**src/rtl/turn_input_conditioner.sv**
```systemverilog
// ============================================================================
// turn_input_conditioner
// ----------------------------------------------------------------------------
// Cleans up the two raw turn push-buttons (KEY2 = right, KEY3 = left) before
// they reach snake_game_fsm. For each key the raw active-low level is
// synchronised into the clock_25 domain, debounced, and turned into a
// single-cycle press event on the released->pressed transition. A small
// pending-request FSM then latches one turn request and holds it until the
// game FSM consumes it with a game_tik strobe. A quick tap between two game
// ticks is therefore never lost, and a key held down produces only one turn.
//
// Optional feature (compile-time macro TURN_AUTOREPEAT_EN):
//   When defined, a key that stays pressed generates a synthetic press every
//   REPEAT_CYCLES cycles. Synthetic presses go through exactly the same
//   pending-request rules as real ones. When the macro is undefined, no
//   repeat logic exists and one physical press yields exactly one event.
//
// Parameters:
//   DEBOUNCE_CYCLES  stable cycles needed before a level change is accepted
//   CNT_BIT          debounce counter width, 2**CNT_BIT > DEBOUNCE_CYCLES
//   REPEAT_CYCLES    auto-repeat period in cycles (feature build only)
//
// Ports:
//   clock_25     in   25 MHz system clock
//   reset        in   synchronous reset, active low
//   key_right_n  in   raw KEY2, low = pressed, asynchronous
//   key_left_n   in   raw KEY3, low = pressed, asynchronous
//   game_tik     in   one-cycle consume strobe from game_delay
//   right_P      out  pending right-turn request (level)
//   left_P       out  pending left-turn request (level)
//   key_activity out  one-cycle pulse on any accepted press event
// ============================================================================
module turn_input_conditioner #(
    parameter int DEBOUNCE_CYCLES = 250000,
    parameter int CNT_BIT         = 18,
    parameter int REPEAT_CYCLES   = 6250000
) (
    input  logic clock_25,
    input  logic reset,
    input  logic key_right_n,
    input  logic key_left_n,
    input  logic game_tik,
    output logic right_P,
    output logic left_P,
    output logic key_activity
);

    // Terminal count of the debounce counters: a level that has differed for
    // this many consecutive cycles (plus the cycle that matches it) is taken.
    localparam logic [CNT_BIT-1:0] CNT_LAST = CNT_BIT'(DEBOUNCE_CYCLES - 1);

    typedef enum logic [1:0] {
        IDLE   = 2'd0,
        PEND_R = 2'd1,
        PEND_L = 2'd2
    } pend_state_t;

    pend_state_t state;
    pend_state_t state_next;

    // Two-flop synchroniser chains
    logic sync_right_1;
    logic sync_right_2;
    logic sync_left_1;
    logic sync_left_2;

    // Debounce counters and accepted (debounced) levels, 1 = released
    logic [CNT_BIT-1:0] cnt_right;
    logic [CNT_BIT-1:0] cnt_left;
    logic               level_right;
    logic               level_left;

    // Previous debounced level, used to find the falling edge
    logic level_right_q;
    logic level_left_q;

    // Physical press events and the final (possibly repeated) press events
    logic edge_right;
    logic edge_left;
    logic press_right;
    logic press_left;

    // ------------------------------------------------------------------------
    // Synchronisers. Both flops reset to 1 so a key held during reset is
    // treated as released until it has been seen through the full chain.
    // ------------------------------------------------------------------------
    always_ff @(posedge clock_25) begin
        if (!reset) begin
            sync_right_1 <= 1'b1;
            sync_right_2 <= 1'b1;
            sync_left_1  <= 1'b1;
            sync_left_2  <= 1'b1;
        end else begin
            sync_right_1 <= key_right_n;
            sync_right_2 <= sync_right_1;
            sync_left_1  <= key_left_n;
            sync_left_2  <= sync_left_1;
        end
    end

    // ------------------------------------------------------------------------
    // Right key debounce. The counter only runs while the synchronised level
    // disagrees with the accepted one; any agreeing cycle (a glitch back)
    // clears it. The >= compare keeps the counter from ever passing its
    // terminal value, so it cannot wrap even if disturbed.
    // ------------------------------------------------------------------------
    always_ff @(posedge clock_25) begin
        if (!reset) begin
            cnt_right   <= '0;
            level_right <= 1'b1;
        end else if (sync_right_2 == level_right) begin
            cnt_right <= '0;
        end else if (cnt_right >= CNT_LAST) begin
            level_right <= sync_right_2;
            cnt_right   <= '0;
        end else begin
            cnt_right <= cnt_right + 1'b1;
        end
    end

    // ------------------------------------------------------------------------
    // Left key debounce, identical in behaviour to the right key.
    // ------------------------------------------------------------------------
    always_ff @(posedge clock_25) begin
        if (!reset) begin
            cnt_left   <= '0;
            level_left <= 1'b1;
        end else if (sync_left_2 == level_left) begin
            cnt_left <= '0;
        end else if (cnt_left >= CNT_LAST) begin
            level_left <= sync_left_2;
            cnt_left   <= '0;
        end else begin
            cnt_left <= cnt_left + 1'b1;
        end
    end

    // ------------------------------------------------------------------------
    // Edge detection on the debounced levels. Only the 1->0 transition
    // (key going down) is an event; releases are ignored.
    // ------------------------------------------------------------------------
    always_ff @(posedge clock_25) begin
        if (!reset) begin
            level_right_q <= 1'b1;
            level_left_q  <= 1'b1;
        end else begin
            level_right_q <= level_right;
            level_left_q  <= level_left;
        end
    end

    assign edge_right = level_right_q & ~level_right;
    assign edge_left  = level_left_q  & ~level_left;

`ifdef TURN_AUTOREPEAT_EN
    // ------------------------------------------------------------------------
    // Auto-repeat. Each key has a counter that runs while the key is held.
    // It restarts on any press event of either key, so the first repeat
    // arrives a full period after the real press, and a press of the other
    // key pushes this key's next repeat out by a full period as well.
    // ------------------------------------------------------------------------
    localparam int RPT_BIT = (REPEAT_CYCLES > 2) ? $clog2(REPEAT_CYCLES) : 1;
    localparam logic [RPT_BIT-1:0] RPT_LAST = RPT_BIT'(REPEAT_CYCLES - 1);

    logic [RPT_BIT-1:0] rpt_right;
    logic [RPT_BIT-1:0] rpt_left;
    logic               rpt_fire_right;
    logic               rpt_fire_left;

    assign rpt_fire_right = ~level_right & (rpt_right == RPT_LAST);
    assign rpt_fire_left  = ~level_left  & (rpt_left  == RPT_LAST);

    assign press_right = edge_right | rpt_fire_right;
    assign press_left  = edge_left  | rpt_fire_left;

    // Repeat counters: cleared while released and on every press event.
    always_ff @(posedge clock_25) begin
        if (!reset) begin
            rpt_right <= '0;
            rpt_left  <= '0;
        end else begin
            if (level_right || press_right || press_left) begin
                rpt_right <= '0;
            end else begin
                rpt_right <= rpt_right + 1'b1;
            end
            if (level_left || press_left || press_right) begin
                rpt_left <= '0;
            end else begin
                rpt_left <= rpt_left + 1'b1;
            end
        end
    end
`else
    // Without auto-repeat the press events are just the physical edges.
    assign press_right = edge_right;
    assign press_left  = edge_left;

    // The repeat period has no function in this build; it is tied to a
    // deliberately unused net so the parameter remains part of the interface.
    logic unused_repeat_cfg;
    assign unused_repeat_cfg = (REPEAT_CYCLES > 0);
`endif

    // ------------------------------------------------------------------------
    // Pending-request state register.
    // ------------------------------------------------------------------------
    always_ff @(posedge clock_25) begin
        if (!reset) begin
            state <= IDLE;
        end else begin
            state <= state_next;
        end
    end

    // ------------------------------------------------------------------------
    // Pending-request next state. A single press always wins over game_tik:
    // the old request is consumed by the tick while the new one is loaded
    // and waits for the following tick. Presses of both keys in the same
    // cycle are contradictory and are treated as no press at all.
    // ------------------------------------------------------------------------
    always_comb begin
        state_next = state;
        if (press_right && !press_left) begin
            state_next = PEND_R;
        end else if (press_left && !press_right) begin
            state_next = PEND_L;
        end else if (game_tik) begin
            state_next = IDLE;
        end
    end

    // ------------------------------------------------------------------------
    // Registered outputs. The request flags are decoded from the next state
    // so they change on the same edge as the state register, and since the
    // state is one-of-three they can never both be high. key_activity
    // reports every press event, including ignored simultaneous ones.
    // ------------------------------------------------------------------------
    always_ff @(posedge clock_25) begin
        if (!reset) begin
            right_P      <= 1'b0;
            left_P       <= 1'b0;
            key_activity <= 1'b0;
        end else begin
            right_P      <= (state_next == PEND_R);
            left_P       <= (state_next == PEND_L);
            key_activity <= press_right | press_left;
        end
    end

endmodule
```
**config.mk**
```make
export PLATFORM = sky130hd
export DESIGN_NAME = turn_input_conditioner
export DESIGN_NICKNAME = d
export VERILOG_FILES = /design/src/rtl/turn_input_conditioner.sv
export SDC_FILE = /design/constraint.sdc
export NUM_CORES = 1
export LEC_CHECK = 0
export BUFFER_PORTS_ARGS = -buffer_cell sky130_fd_sc_hd__buf_2
export CAP_MARGIN = 5
export CORE_MARGIN = 4
export CORE_UTILIZATION = 60
export CTS_CLUSTER_SIZE = 25
export DETAILED_ROUTE_END_ITERATION = 8
export PLACE_DENSITY = 0.84
export SYNTH_ARGS = -nofsm -noshare
export SYNTH_HDL_FRONTEND = slang
export SYNTH_SLANG_ARGS = --single-unit
export TNS_END_PERCENT = 5
```
**constraint.sdc**
```tcl
create_clock -name clock_25 -period 2.4 [get_ports clock_25]
set_clock_uncertainty 0.2 [all_clocks]
set_input_delay 0.36 -clock clock_25 [delete_from_list [all_inputs] [get_ports clock_25]]
set_output_delay 0.36 -clock clock_25 [all_outputs]
set_load 0.01 [all_outputs]
```
==> results by group, run 1 <==
Layout
  • Diodes inserted: 0
  • Finished Layout Cells: 292
  • Area grow syn2layout: 7.05%
  • Nets@finish: 252
  • Final Util: 67.8%
  • Sequential Area: 981 um2
  • Layout cells sized above 1: 10.6%
  • Fillers: 269
  • Multi-input gate area: 1110 um2

Floorplan
  • Starting Density: 63.3%
  • Row count: 21
  • Core Area: 3390 um2
  • Chip Width: 67.8 um
  • Chip height: 67.8 um
  • I/O pin count: 8
  • Die Area: 4600 um2

Worst setup path
  • Largest delay contributor family on the critical path: compound AO/OA/AOI/OAI gates
  • Worst setup SP type: flop
  • Worst Setup End Kind: flop
  • Critical-path cell list: ha_1 > and3_1 > nor3_2 > o211ai_2 > buf_4 > nor2_1
  • Reg2Reg Depth: 6
  • Critical path depth: 6
  • CP Buf/Inv Count: 1
  • WS Path Type: reg -> reg
  • Crit path max fanout: 10
  • CP peak stage delay: 0.43 ns
  • Critical path arrival: 2.15 ns
  • Critical Path RT: 2.46 ns
  • Slowest-stage cell, CP: o211ai_2

Synthesis
  • Synthesis warning total: 0
  • Commonest cells in the netlist: dfxtp_1 (49), nor2_1 (38), xnor2_1 (22)
  • Number of synthesized flops with an enable pin: 0
  • Syn_nets: 241
  • Most used DFF post-synth: dfxtp_1
  • Post-synthesis cell count: 234
  • Seq/Total Area, Yosys: 45.7%
  • Post-synth ARST share: 0%
  • Distinct cell type count after synthesis: 44
  • Top post-synthesis cells by area: dfxtp_1 (46%), xnor2_1 (9.0%), nor2_1 (6.6%)
  • Area share of the largest cell type after synthesis: 45.7%
  • Most frequent cell after synthesis: dfxtp_1
  • Post-synth top area cell: dfxtp_1
  • Syn Std Cell Area: 2150 um2
  • Avg Inst Size Synth: 9.18 um2
  • Flops & latches, synth: 49

STA
  • Setup-failing EPs final: 0
  • Tmin final: 2.09 ns
  • Final Hold Fails: 0
  • Max-slew violations: 0
  • Total negative setup slack: 0 ns
  • Period utilization: 87.2%
  • Fmax: 478 MHz
  • Worst slew margin relative to its limit: 49.5%
  • RSZ-0062 raised after global routing: no
  • Worst slew pin tran: 0.758 ns

Clock tree
  • H-tree levels: 2
  • Clock Path Buffers: 2
  • TritonCTS clock tree: yes
  • Root Driver: clkbuf_4
  • Post-CTS Resized: 0
  • Clock Sinks: 49
  • Clk_lat worst skew: 0.34 ns
  • TritonCTS Buffers: 5
  • Reg clk slew, reported paths: 0.12 ns

Drt
  • WL final: 3.61 mm
  • DR WL/cell: 12.4 um
  • Initial DRC count: 140
  • Drt drc: 0
  • Post-route ant nets: 0
  • DR vias: 1612
  • Vias per cell: 5.52
  • Pre-antenna DRT Iters: 4

Global route
  • First-pass GRT wire length: 6.31 mm
  • Vias in the first global route: 1503
  • Largest net degree at the start of global routing: 19
  • Total track usage: 18.2%
  • Grt ovf: 0
  • Initial antenna violation count: 0

Min path
  • Hold depth: 2
  • Worst Hold Class: in -> reg

Power
  • Power per cell area: 569 nW/um2
  • LEAKAGE: 0.000785 uW
  • Worst ir drop on vdd: 0.000430 V

Placed design
  • Cells after DPL: 282
  • RePlAce Congestion: 0.836
  • PortBufs: 7
  • Post-DP HPWL: 2.52 mm

Run status
  • Outcome: complete, no violations

Flow run
  • # Max-Cap Violations: 0
[worst register-to-register path, delay by kind of cell, from the launching register on]
kind | cells | cell delay [ns]
compound gates | 1 | 0.43
flops | 1 | 0.42
fa+ha+maj | 1 | 0.32
buf+inv | 1 | 0.26
simple gates | 3 | 0.38
[worst paths after layout]
| path | end | from | slack, ns |
|---|---|---|---|
| setup reg to reg | cnt_left[3] | cnt_left[0] | 0.31 |
| hold reg to reg | sync_right_2 | sync_right_1 | 0.24 |
| hold / removal | sync_left_2 | reset | 0.09 |
| setup / recovery | cnt_left[3] | cnt_left[0] | 0.31 |
[registers in the layout, summed over array words and instances, names as in the netlist]
name	count
left_P	1
level_right_q	1
level_left	1
cnt_right	18
right_P	1
sync_right_2	1
state	2
key_activity	1
sync_right_1	1
level_right	1
cnt_left	18
sync_left_2	1
sync_left_1	1
level_left_q	1
[per-stage QoR]
step / hold WS, ns / instance area [um2] / worst slack [ns] / power (uW)
after floorplan: 0.186 / 2150 / 0.577 / 899
after global placement: 0.201 / 2210 / 0.350 / 917
after detailed placement: 0.211 / 2210 / 0.336 / 918
after CTS: 0.0802 / 2300 / 0.311 / 1330
after global routing: 0.0857 / 2300 / 0.161 / 1360
final: 0.0897 / 2300 / 0.306 / 1310
[layer usage]
layer  routed length (um)  vias to the layer above  global-route usage (%)
met1                 1730                      727                    23.2
met3                  209                        5                    4.93
met4                   48                        0                    7.44
met2                 1620                       42                    29.0
li1                     -                      838                       -
met5                    0                        -                       0
[where the power goes]
part | total (uW) | leakage (uW) | switching, uW | internal [uW]
Sequential | 840 | 0.000398 | 9.97 | 830
Combinational | 62.8 | 0.000346 | 35.2 | 27.6
Clock | 405 | 0.0000413 | 235 | 170
Total | 1310 | 0.000785 | 280 | 1030
[what timing repair did]
item                      in CTS  in global routing
hold endpoints to repair       2                  0
setup buffers                  0                  0
hold buffers                   2                  0
[final cells by class]
cell class / count / share of cell area (%)
multi-input cells: 174 / 48.2
flip-flops and latches: 49 / 42.7
clock buffers: 7 / 2.83
repair buffers: 10 / 2.72
well taps: 46 / 2.50
inverters: 5 / 0.817
clock inverters: 1 / 0.218
[cells by family after synthesis]
group | share of synthesized area, %
AOI/OAI and AO/OA | 6.76
xor gates and xnor gates | 12.2
adders and majority gates | 1.63
buffers and inverters | 2.68
DFF | 45.7
muxes | 0.524
and+or+nand+nor | 30.5
[placed cells by master (no fill, tap or decap), types with 2 or more instances in the layout]
cell / netlist / final
nor4_1: 12 / 12
nand3_1: 10 / 10
xnor2_1: 22 / 22
xor2_1: 8 / 8
nor2b_1: 4 / 4
nand2_1: 9 / 9
o21a_1: 2 / 2
nor3_1: 8 / 8
dfxtp_1: 49 / 49
ha_1: 2 / 2
dlygate4sd3_1: 0 / 2
o21ai_0: 3 / 3
nor2_1: 38 / 38
o211ai_1: 2 / 2
clkbuf_8: 0 / 2
or2_2: 2 / 2
inv_1: 5 / 5
and2_1: 2 / 2
or3_1: 3 / 3
clkbuf_4: 0 / 5
a21oi_1: 4 / 4
nand2b_1: 9 / 9
buf_2: 1 / 7
or4_1: 3 / 3
nand4_1: 9 / 9
and3_1: 3 / 3
(Power assumes the default switching activity.)
==> inputs of run 2 (changes only) <==
CORE_UTILIZATION = 55   (was 60)
PLACE_DENSITY = 0.78   (was 0.84)
==> run 2 against run 1 <==
Net effect:
- highest routed layer unchanged
- critical path depth unchanged
- flip-flop and latch count stayed put
- global-route usage fell by 1.9 points
- critical endpoint is now cnt_left[6]
==> results by group, run 2 (same netlist as run 1, synthesis figures left out) <==
Power
  • LEAKAGE: 0.000780 uW (-0.60%)
  • Worst ir drop on vdd: 0.000325 V (-24%)
  • Power per cell area: 593 nW/um2 (+4.3%)

Floorplan
  • I/O pin count: 8 (unchanged)
  • Chip Width: 70.5 um (+3.9%)
  • Core Area: 3720 um2 (+9.6%)
  • Starting Density: 57.8% (-5.6 points)
  • Die Area: 4970 um2 (+8.0%)
  • Row count: 22 (+4.8%)
  • Chip height: 70.5 um (+3.9%)

STA
  • Fmax: 495 MHz (+3.7%)
  • Worst slew margin relative to its limit: 47.4% (-2.1 points)
  • Total negative setup slack: 0 ns (unchanged)
  • Tmin final: 2.02 ns (-0.0739 ns)
  • Final Hold Fails: 0 (unchanged)
  • Period utilization: 84.2% (-3.1 points)
  • Max-slew violations: 0 (unchanged)
  • Worst slew pin tran: 0.789 ns (+0.0310 ns)
  • Setup-failing EPs final: 0 (unchanged)
  • RSZ-0062 raised after global routing: no

Layout
  • Commonest non-fill, non-tap cell in the layout: dfxtp_1
  • Leading cell types in the layout, fill and taps excluded: dfxtp_1 (49), nor2_1 (38), xnor2_1 (22), nor4_1 (12), nand3_1 (10)
  • Fillers: 317 (+18%)
  • Nets@finish: 250 (-0.79%)
  • Diodes inserted: 0 (unchanged)
  • Multi-input gate area: 1110 um2 (unchanged)
  • Top flop regs: cnt_left x18, cnt_right x18, state x2
  • Layout cells sized above 1: 10.2% (-0.32 points)
  • Area grow syn2layout: 6.82%
  • Finished Layout Cells: 292 (unchanged)
  • Sequential Area: 981 um2 (unchanged)

Worst setup path
  • Critical Path RT: 2.40 ns (-0.06 ns)
  • R2r setup slk: 0.38 ns (+0.07 ns)
  • Reg2Reg Depth: 6 (unchanged)
  • Slowest-stage cell, CP: dfxtp_1
  • Worst Setup End Kind: flop
  • CP Buf/Inv Count: 1 (unchanged)
  • Crit path max fanout: 12 (+2)
  • WS Path Type: reg -> reg
  • Worst setup startpoint: cnt_left[0]
  • Critical path arrival: 2.02 ns (-0.13 ns)
  • Worst r2r src: cnt_left[0]
  • CP peak stage delay: 0.41 ns (-0.02 ns)
  • Reg2reg end: cnt_left[6]
  • Critical-path cell list: ha_1 > and3_1 > nor3_2 > o211ai_2 > buf_4 > nor2_1
  • Largest delay contributor family on the critical path: flip-flops
  • Worst setup SP type: flop

Placed design
  • Cells after DPL: 284 (+0.71%)
  • RePlAce Congestion: 0.814 (-2.6%)
  • Post-DP HPWL: 2.65 mm (+5.3%)
  • PortBufs: 7 (unchanged)

Clock tree
  • H-tree levels: 2 (unchanged)
  • TritonCTS Buffers: 5 (unchanged)
  • Root Driver: clkbuf_8
  • Clk_lat worst skew: 0.30 ns (-0.04 ns)
  • Clock Path Buffers: 2 (unchanged)
  • Post-CTS Resized: 0 (unchanged)
  • Hold-fix buffers, CTS: 0 (-2)
  • Clock Sinks: 49 (unchanged)
  • Post-CTS setup buffer count: 0 (unchanged)
  • Reg clk slew, reported paths: 0.08 ns (-0.04 ns)
  • TritonCTS clock tree: yes

Global route
  • Largest net degree at the start of global routing: 19 (unchanged)
  • First-pass GRT wire length: 6.62 mm (+4.9%)
  • Grt ovf: 0 (unchanged)
  • Initial antenna violation count: 0 (unchanged)
  • Total track usage: 16.2% (-1.9 points)
  • Vias in the first global route: 1561 (+3.9%)

Drt
  • Drt drc: 0 (unchanged)
  • Pre-antenna DRT Iters: 4 (unchanged)
  • Metal3 WL: 170 um (-19%)
  • WL final: 3.79 mm (+4.9%)
  • DR WL/cell: 13.0 um (+4.9%)
  • Vias per cell: 5.63 (+2.0%)
  • Met2 wire length: 1.67 mm (+2.9%)
  • DR vias: 1645 (+2.0%)
  • Uppermost layer routed: met4
  • Post-route ant nets: 0 (unchanged)
  • M1 WL: 1.89 mm (+9.4%)
  • Initial DRC count: 144 (+2.9%)

Run status
  • Outcome: complete, no violations

Min path
  • Worst Hold Class: in -> reg
  • Hold_sp: key_left_n
  • Hold depth: 2 (unchanged)
  • WHS Endpoint: sync_left_1

Flow run
  • # Max-Cap Violations: 0 (unchanged)
==> run 2: cell count changes in the layout (fill, tap and decap cells not counted) <==
cell,change
clkbuf_8,+3
clkbuf_1,+1
dlygate4sd3_1,-2
clkbuf_4,-5
clkinv_2,+1
==> run 2: per-layer routing <==
metal  track usage [%]  vias to the layer above
met2              25.7                       29
met3              4.75                        7
met4              6.38                        0
met1              20.7                      777
met5                 0                        -
li1                  -                      832
==> run 2: power by group <==
group	internal [uW]	switching (uW)	leakage, uW	total, uW
registers	829	10.4	0.000398	839
logic	25.5	35.4	0.000338	60.9
clock network	202	258	0.0000450	461
==> run 2: worst max-delay path by stage <==
stage / end / slack (ns) / cells past startpoint
finish: cnt_left[6] / 0.38 / 6
detailed placement: cnt_right[10] / 0.40 / 5
CTS: cnt_left[2] / 0.39 / 6
global placement: cnt_left[6] / 0.40 / 6
global route: cnt_right[4] / 0.22 / 5
floorplan: cnt_left[15] / 0.58 / 5
==> run 2: cell type report <==
type                    count  area share [%]
multi-input cells         174            48.3
clock inverters             2           0.436
well taps                  48            2.62
flip-flops and latches     49            42.8
clock buffers               6            3.16
repair buffers              8            1.85
inverters                   5           0.818
==> run 2: per-stage QoR <==
step                      power, uW  utilization (%)  worst slack (ns)  hold WS [ns]  instance area (um2)
after floorplan                 899                -             0.577         0.186                 2150
after global placement          918             59.5             0.399         0.193                 2210
after detailed placement        920             59.5             0.405         0.194                 2210
after CTS                      1380             61.7             0.394        0.0554                 2290
after global routing           1420             61.7             0.222        0.0574                 2290
final                          1360             61.7             0.380        0.0607                 2290
